## config.mk

```make
export PLATFORM = sky130hd
export DESIGN_NAME = zxw_mod_updown_cnt
export DESIGN_NICKNAME = d
export VERILOG_FILES = /design/src/rtl/zxw_cnt_pkg.sv /design/src/rtl/zxw_cnt_next.sv /design/src/rtl/zxw_mod_updown_cnt.sv
export SDC_FILE = /design/constraint.sdc
export NUM_CORES = 1
export LEC_CHECK = 0
export ABC_AREA = 1
export BUFFER_PORTS_ARGS = -buffer_cell sky130_fd_sc_hd__buf_2
export CAP_MARGIN = 20
export CORE_MARGIN = 4
export CORE_UTILIZATION = 51
export DETAILED_ROUTE_END_ITERATION = 10
export HOLD_SLACK_MARGIN = 0.12
export PLACE_DENSITY = 0.85
export SYNTH_ARGS = -nofsm -noshare
export SYNTH_HDL_FRONTEND = slang
export SYNTH_SLANG_ARGS = --single-unit
```

## constraint.sdc

```tcl
create_clock -name Clock -period 1.94 [get_ports Clock]
set_input_delay 0.388 -clock Clock [delete_from_list [all_inputs] [get_ports Clock]]
set_output_delay 0.388 -clock Clock [all_outputs]
set_load 0.01 [all_outputs]
```

## src/rtl/zxw_cnt_pkg.sv

```systemverilog
// Shared definitions for the modulo-N up/down counter family.
// Holds the mode encodings and the parameter legality check used at elaboration.
package zxw_cnt_pkg;

  // Sat_EN encodings
  localparam logic MODE_WRAP = 1'b0;
  localparam logic MODE_SAT  = 1'b1;

  // Up encodings
  localparam logic DIR_DOWN  = 1'b0;
  localparam logic DIR_UP    = 1'b1;

  // True when the width/modulus pair describes a buildable counter:
  // 2..32 bits wide, and a modulus that fits in the count register.
  function automatic bit zxw_cnt_legal(input int width, input longint modulus);
    longint max_mod;
    if ((width < 2) || (width > 32)) begin
      return 1'b0;
    end
    max_mod = longint'(1) << width;
    return (modulus >= 2) && (modulus <= max_mod);
  endfunction

endpackage

```

## src/rtl/zxw_cnt_next.sv

```systemverilog
// Next-count logic for zxw_mod_updown_cnt.
// Purely combinational: given the current count, direction and mode it returns
// the value after one count step, whether that step wrapped, and whether the
// count sits at the terminal value for the selected direction.
// Arithmetic is carried one bit wider than the count so that both the
// "next value would reach MODULUS" and the "borrow out of zero" conditions
// come straight out of the adders.
module zxw_cnt_next
  import zxw_cnt_pkg::*;
#(
  parameter int     WIDTH   = 8,
  parameter longint MODULUS = 256
) (
  input  logic [WIDTH-1:0] q,
  input  logic             up,
  input  logic             sat_en,
  output logic [WIDTH-1:0] q_next,
  output logic             wrap,
  output logic             at_term
);

  localparam longint           MOD_MAX_L = MODULUS - 1;
  localparam logic [WIDTH:0]   MOD_VAL   = MODULUS[WIDTH:0];
  localparam logic [WIDTH-1:0] MOD_MAX   = MOD_MAX_L[WIDTH-1:0];

  logic [WIDTH:0] q_ext;
  logic [WIDTH:0] inc;
  logic [WIDTH:0] dec;
  logic           at_top;
  logic           at_bottom;

  // Extended-width increment/decrement and the two limit detectors
  always_comb begin
    q_ext     = {1'b0, q};
    inc       = q_ext + 1'b1;
    dec       = q_ext - 1'b1;
    // incrementing the top value lands exactly on MODULUS
    at_top    = (inc == MOD_VAL);
    // decrementing zero borrows into the extra bit
    at_bottom = dec[WIDTH];
  end

  // One count step in the selected direction, with wrap or saturate at the limit
  always_comb begin
    q_next  = q;
    wrap    = 1'b0;
    at_term = 1'b0;
    if (up == DIR_UP) begin
      at_term = at_top;
      if (!at_top) begin
        q_next = inc[WIDTH-1:0];
      end else if (sat_en == MODE_WRAP) begin
        q_next = '0;
        wrap   = 1'b1;
      end
    end else begin
      at_term = at_bottom;
      if (!at_bottom) begin
        q_next = dec[WIDTH-1:0];
      end else if (sat_en == MODE_WRAP) begin
        q_next = MOD_MAX;
        wrap   = 1'b1;
      end
    end
  end

endmodule

```

## src/rtl/zxw_mod_updown_cnt.sv

```systemverilog
// Parametrised modulo-N up/down counter.
// Synchronous parallel load with range clamp, wrap or saturate at the limits,
// combinational terminal count for cascading (TC -> next stage Cnt_EN), and
// registered one-cycle Wrap / Ld_Err pulses.
// Optional feature macro: ZXW_CNT_CAPTURE_EN adds the Capture input and the
// Qcap snapshot register of the pre-edge count.
module zxw_mod_updown_cnt
  import zxw_cnt_pkg::*;
#(
  parameter int     WIDTH   = 8,
  parameter longint MODULUS = 256
) (
  input  logic             Clock,
  input  logic             Resetn,
  input  logic [WIDTH-1:0] D,
  input  logic             LD_EN,
  input  logic             Cnt_EN,
  input  logic             Up,
  input  logic             Sat_EN,
  output logic [WIDTH-1:0] Q,
  output logic             TC,
  output logic             Wrap,
  output logic             Ld_Err
`ifdef ZXW_CNT_CAPTURE_EN
  ,
  input  logic             Capture,
  output logic [WIDTH-1:0] Qcap
`endif
);

  localparam longint           MOD_MAX_L = MODULUS - 1;
  localparam logic [WIDTH:0]   MOD_VAL   = MODULUS[WIDTH:0];
  localparam logic [WIDTH-1:0] MOD_MAX   = MOD_MAX_L[WIDTH-1:0];

  // Refuse to build a counter whose range cannot be held in WIDTH bits
  generate
    if (!zxw_cnt_legal(WIDTH, MODULUS)) begin : g_bad_params
      $error("zxw_mod_updown_cnt: illegal WIDTH/MODULUS combination");
    end
  endgenerate

  logic [WIDTH-1:0] q_reg;
  logic [WIDTH-1:0] q_next;
  logic             wrap_reg;
  logic             wrap_next;
  logic             ld_err_reg;
  logic             ld_err_next;

  logic [WIDTH-1:0] cnt_q_next;
  logic             cnt_wrap;
  logic             cnt_term;

  logic             ld_over;
  logic [WIDTH-1:0] ld_val;

  zxw_cnt_next #(
    .WIDTH   (WIDTH),
    .MODULUS (MODULUS)
  ) u_next (
    .q       (q_reg),
    .up      (Up),
    .sat_en  (Sat_EN),
    .q_next  (cnt_q_next),
    .wrap    (cnt_wrap),
    .at_term (cnt_term)
  );

  // Load clamp: out-of-range values pin the count at the top of the range
  always_comb begin
    ld_over = ({1'b0, D} >= MOD_VAL);
    ld_val  = ld_over ? MOD_MAX : D;
  end

  // Next-state select: load beats count beats hold; pulses default low
  always_comb begin
    q_next      = q_reg;
    wrap_next   = 1'b0;
    ld_err_next = 1'b0;
    if (LD_EN) begin
      q_next      = ld_val;
      ld_err_next = ld_over;
    end else if (Cnt_EN) begin
      q_next    = cnt_q_next;
      wrap_next = cnt_wrap;
    end
  end

  // Count and pulse registers, cleared immediately by reset
  always_ff @(posedge Clock or negedge Resetn) begin
    if (!Resetn) begin
      q_reg      <= '0;
      wrap_reg   <= 1'b0;
      ld_err_reg <= 1'b0;
    end else begin
      q_reg      <= q_next;
      wrap_reg   <= wrap_next;
      ld_err_reg <= ld_err_next;
    end
  end

  // Terminal count is unregistered so a chained stage steps on the same edge
  assign TC     = Cnt_EN & cnt_term;
  assign Q      = q_reg;
  assign Wrap   = wrap_reg;
  assign Ld_Err = ld_err_reg;

`ifdef ZXW_CNT_CAPTURE_EN
  logic [WIDTH-1:0] qcap_reg;

  // Snapshot of the count as it stood before the edge, independent of load/count
  always_ff @(posedge Clock or negedge Resetn) begin
    if (!Resetn) begin
      qcap_reg <= '0;
    end else if (Capture) begin
      qcap_reg <= q_reg;
    end
  end

  assign Qcap = qcap_reg;
`endif

endmodule

```

==> metrics.txt, run 1 <==
status complete, but fails checks; failing checks negative setup slack; synthesis warning total 0; initial antenna violation count 0; Worst EP required 1.55 ns; Wirelength per Cell 15.6 µm; drt pass-1 iters 4; share of cells above drive strength 1 39.4%; placer congestion estimate 0.935; Longest Clk Path Bufs 2; fin nets 211; P per Cell Area between 600 and 700 nW/µm²; crit end category output pin; Post-Syn Nets 170; Seq/Total Area, Yosys 24.0%; Root Driver clkbuf_4; ant diodes 0; # fillers 123; global-route wire length before repair around 4.7 mm; Slew Viols, Final 0; Die H 50.9 µm; worst setup margin -0.0740 ns; Starting Density around 54%; clk_lat worst skew 0.28 ns; core box area 1730 µm²; routed wire length 3.40 mm; Detail Route Antenna Nets 0; grt total ovfl 0; Yosys cell types 24; area of the die 2590 µm²; most common cell after layout, fill and taps aside nand2_1; CTS tree yes; met2 Use GR roughly 38%; Psw 0.399 mW; Reg power frac 32.4%; DRC Markers 0; Mapped Area between 900 and 1000 µm²; CTS Buf Count 3; sum of net half-perimeters after detailed placement 1.93 mm; Switching Share 45.8%; Avg Inst Size Synth 6.13 µm²; Critical-path top delay cell dfrtp_2; Cell Int Power 0.472 mW; vias in the first global route 1,041; DRT iter0 DRCs 92; H-tree depth 1; placed inst area 1070 µm²; RSZ-0062 raised after global routing yes; detailed-route via count 1,206; vias per cell around 5.5; delay of the slowest critical-path stage 0.48 ns; Mapped Cells between 150 and 200; busiest grt layer met2; P_leak 0.647 nW; final core utilization about three quarters; WS Path Type register to output pin; I/O Pins 25; die width 50.9 µm; Max-Cap Viols 0; CP bufs+invs 3; largest net degree at the start of global routing 13; Period Utilization, post-route 104%; Yosys reg bits 9; Final Hold Viols 0; Worst Hold Slack 0.303 ns; Layout area overhead 39.9%; Final min period around 2.0 ns; Finished Cell Area 1310 µm²; Setup-failing EPs final 1; type of the worst min-delay path input port to register; M1 GR Usage 30.5%; CTS clk-pin slew, worst paths 0.07 ns; Gate power share 49.0%; clock sinks 9; crit-path leading delay family flip-flops; Clock Power Share 18.5%; startpoint types register; crit path DAT approximately 1.6 ns; worst-path cell chain inv_4 > ha_4 > nand2_2 > o21ai_4 > nand3_2 > inv_2 > buf_6; Clock Skew 0.00936 ns; Fmax 0.497 GHz; gr usage total 24.1%; IO buf count 23; Global Route met3 Usage 4.37%; CP Max Fanout 5; Power Total around 0.87 mW; row count 15; commonest cells after routing, fill and taps aside nand2_1 (48), buf_2 (22), nand3_1 (16); Peak VDD IR around 0.00054 V
==> metrics by stage <==
step / setup TNS [ns] / cells / worst slack (ns)
global placement: 0 / 199 / 0.182
detailed placement: 0 / 199 / 0.0958
floorplan: 0 / 153 / 0.242
CTS: -0.0262 / 212 / -0.0262
global route: -0.194 / 218 / -0.153
finish: -0.0740 / 218 / -0.0740
==> cell usage after synthesis (all sizes together) <==
cell type	n	share of area, %
nand2	54	24
nand3	19	10
nor2	18	10
inv	16	6.4
o21ai	14	7.5
dfrtp	9	24
a21oi	6	4.4
buf	4	3.2
ha	3	4.0
or2	3	2.0
nor3	2	1.1
clkinv	1	0.40
conb	1	0.40
nand3b	1	0.80
nand4	1	0.67
o21a	1	0.80
==> metal layers <==
layer  routed length, µm  part of all wire (%)  vias to the layer above
met5                   0                     0                        -
met4                 172                   5.1                        0
met1                1270                    37                      540
met3                 309                   9.1                       18
li1                    -                     -                      563
met2                1650                    48                       85
==> area by class of cell <==
| type | count | area [µm²] | area share [%] |
|---|---|---|---|
| multi-input cells | 123 | 699 | 53.3 |
| well taps | 25 | 31.3 | 2.39 |
| flip-flops and latches | 9 | 231 | 17.7 |
| clock buffers | 4 | 26.3 | 2.00 |
| inverters | 17 | 66.3 | 5.06 |
| repair buffers | 40 | 256 | 19.6 |
==> final timing paths <==
| check | from | endpoint | slack [ns] | cells past startpoint |
|---|---|---|---|---|
| worst max-delay path | Q[0] | TC | -0.07 | 7 |
| worst min-delay path | Sat_EN | Wrap | 0.30 | 2 |
| worst max register to register | Q[0] | Q[2] | 0.07 | 12 |
| worst min register to register | Q[5] | Q[5] | 0.60 | 2 |
| max in group asynchronous | Resetn | Q[3] | 1.20 | 2 |
| min in group asynchronous | Resetn | Q[0] | 0.51 | 2 |
==> power groups by stage <==
| stage | Combinational, mW | Clock (mW) | Sequential [mW] |
|---|---|---|---|
| after floorplan | 0.222 | 0 | 0.271 |
| after detailed placement | 0.312 | 0 | 0.272 |
| after global routing | 0.465 | 0.177 | 0.292 |
| final | 0.427 | 0.162 | 0.283 |
| after global placement | 0.306 | 0 | 0.269 |
| after CTS | 0.356 | 0.160 | 0.268 |
==> registers in the layout (all words and copies together) (netlist names) <==
signal and cells:
Q 8, Wrap 1
==> logic make-up after synthesis <==
| kind of cell | share of synthesized area [%] |
|---|---|
| AO/OA/AOI/OAI | 12.7 |
| adder cells (fa/ha/maj) | 4.01 |
| buffers and inverters | 10.0 |
| flip-flops | 24.0 |
| other | 0.400 |
| AND/OR/NAND/NOR | 48.9 |
==> timing repair <==
item,4_1_cts,5_1_grt
pin swaps,4,5
hold buffers,1,0
endpoints found under the setup margin,1,2
setup buffers,8,6
resized for setup,10,18
hold endpoints to repair,9,0
Power figures use the tool's default switching activity.
==> run 2: changes to the inputs <==
--- a/config.mk
+++ b/config.mk
@@ -12,6 +12,7 @@
 export CORE_UTILIZATION = 51
 export DETAILED_ROUTE_END_ITERATION = 10
 export HOLD_SLACK_MARGIN = 0.12
+export MAX_ROUTING_LAYER = met4
 export PLACE_DENSITY = 0.85
 export SYNTH_ARGS = -nofsm -noshare
 export SYNTH_HDL_FRONTEND = slang
==> metrics.txt, run 2 (synthesis results as in run 1) <==
status complete, but fails checks; failing checks negative setup slack; largest net degree at the start of global routing 13 (unchanged); vias in the first global route 1,036 (-0.48%); Worst R2R Setup Slack 0.13 ns (+0.06 ns); Setup-failing EPs final 1 (unchanged); Worst EP required 1.55 ns (about the same); fin nets 210 (-0.47%); startpoint types register; Hold Crit Start Sat_EN; Longest Clk Path Bufs 2 (unchanged); clock sinks 9 (unchanged); CTS Buf Count 3 (unchanged); routed wire length 3.06 mm (-10%); worst reg2reg startpoint Q[1]; clk_lat worst skew 0.28 ns (about the same); IO buf count 23 (unchanged); type of the worst min-delay path input port to register; commonest cells after routing, fill and taps aside nand2_1 (47), buf_2 (22), nand3_1 (16); Final Hold Viols 0 (unchanged); pre-CTS setup slack 0.0667 ns (-0.0291 ns); Layout area overhead 35.8%; R2R depth 11 (-1); Slew Viols, Final 0 (unchanged); drt pass-1 iters 4 (unchanged); max reg flops 8 (unchanged); I/O Pins 25 (unchanged); most common cell after layout, fill and taps aside nand2_1; Max-Cap Viols 0 (unchanged); Die H 50.9 µm (unchanged); P per Cell Area 664 nW/µm² (-0.12%); share of cells above drive strength 1 39.1% (-0.32 points); dpl cells 199 (unchanged); crit end category output pin; vias per cell 5.47 (-1.0%); H-tree depth 1 (unchanged); register area 230 µm² (-0.54%); DRT iter0 DRCs 49 (-47%); # fillers 148 (+20%); Hold Crit Depth 2 (unchanged); Layout Cells excl Fill 217 (-0.46%); grt total ovfl 0 (unchanged); Period Utilization, post-route 102% (-2.3 points); gr usage total 24.8% (+0.67 points); worst setup margin -0.0302 ns (+0.0437 ns); sum of net half-perimeters after detailed placement 1.97 mm (+1.8%); Root Driver clkbuf_4; global-route wire length before repair 4.65 mm (-0.45%); area of the die 2590 µm² (unchanged); Starting Density 54.3% (unchanged); placer congestion estimate 0.979 (+4.7%); crit path DAT 1.58 ns (-0.05 ns); Fmax 0.508 GHz (+2.2%); RSZ-0062 raised after global routing yes; detailed-route via count 1,188 (-1.5%); P_leak 0.639 nW (-1.3%); ant diodes 0 (unchanged); footprint of the multi-input gates 681 µm² (-2.7%); Hold EP Wrap; Final min period 1.97 ns (-0.0437 ns); Detail Route Antenna Nets 0 (unchanged); core box area 1730 µm² (unchanged); reg2reg end Q[5]; Wirelength per Cell 14.1 µm (-9.6%); CP Max Fanout 5 (unchanged); Peak VDD IR 0.000536 V (-1.6%); initial antenna violation count 0 (unchanged); DRC Markers 0 (unchanged); WS Path Type register to output pin; row count 15 (unchanged); CTS tree yes; die width 50.9 µm (unchanged); CTS clk-pin slew, worst paths 0.08 ns (about the same); Clock Skew 0.0166 ns (+0.00720 ns)
run 2: cell types whose count changed in the layout (fill, tap and decap cells not counted), sizes merged:
| cell | before | now |
|---|---|---|
| a21oi | 6 | 7 |
| buf | 38 | 37 |
| clkbuf | 5 | 4 |
run 2: worst max-delay path by stage:
| stage | endpoint | start | slack (ns) | cells after the start |
|---|---|---|---|---|
| final | TC | Q[0] | -0.03 | 7 |
| after global routing | TC | Q[0] | -0.12 | 10 |
| after CTS | TC | Q[0] | -0.004 | 10 |
| after detailed placement | TC | Q[1] | 0.07 | 10 |
| after global placement | TC | Q[1] | 0.18 | 10 |
| after floorplan | TC | Q[0] | 0.24 | 6 |
run 2: metal layers:
layer / routed length (µm) / track usage (%) / up-vias
met1: 1230 / 29.7 / 546
met4: 82 / 9.42 / 0
met5: 0 / - / -
met2: 1490 / 42.4 / 63
li1: - / - / 569
met3: 257 / 3.21 / 10
run 2: final cells by class:
class	instances	area share (%)
clock buffers	4	2.06
inverters	17	5.01
multi-input cells	124	53.5
flip-flops and latches	9	18.1
well taps	25	2.46
repair buffers	38	18.9
run 2: worst max-delay path, stage by stage (launching register included):
cell	delay [ns]
dfrtp_1	0.43
inv_2	0.13
ha_4	0.18
nand2_2	0.11
o21ai_2	0.18
nand3_2	0.11
inv_2	0.06
buf_6	0.09
run 2: through the flow:
step	setup TNS, ns	instance area [µm²]	power, mW	hold WS [ns]	utilization [%]
2_1_floorplan	0	937	0.493	0.0924	-
3_3_place_gp	0	1070	0.577	0.257	61.9
3_5_place_dp	0	1070	0.588	0.263	61.9
4_1_cts	-0.00372	1200	0.791	0.290	69.6
5_1_grt	-0.122	1270	0.909	0.279	73.7
6_report	-0.0302	1270	0.845	0.282	73.7
run 2: power by group:
| group | total [mW] | internal, mW | switching [mW] |
|---|---|---|---|
| sequential | 0.277 | 0.218 | 0.0594 |
| combinational | 0.406 | 0.167 | 0.239 |
| clock | 0.162 | 0.0798 | 0.0822 |
run 2: repair_timing:
| item | CTS | global route |
|---|---|---|
| cloned | 0 | 1 |
| hold buffers | 1 | 0 |
| pin swaps | 4 | 5 |
| gates resized for setup | 13 | 9 |
| endpoints found under the setup margin | 1 | 6 |
| hold endpoints to repair | 9 | 0 |
| buffers inserted | 8 | 4 |
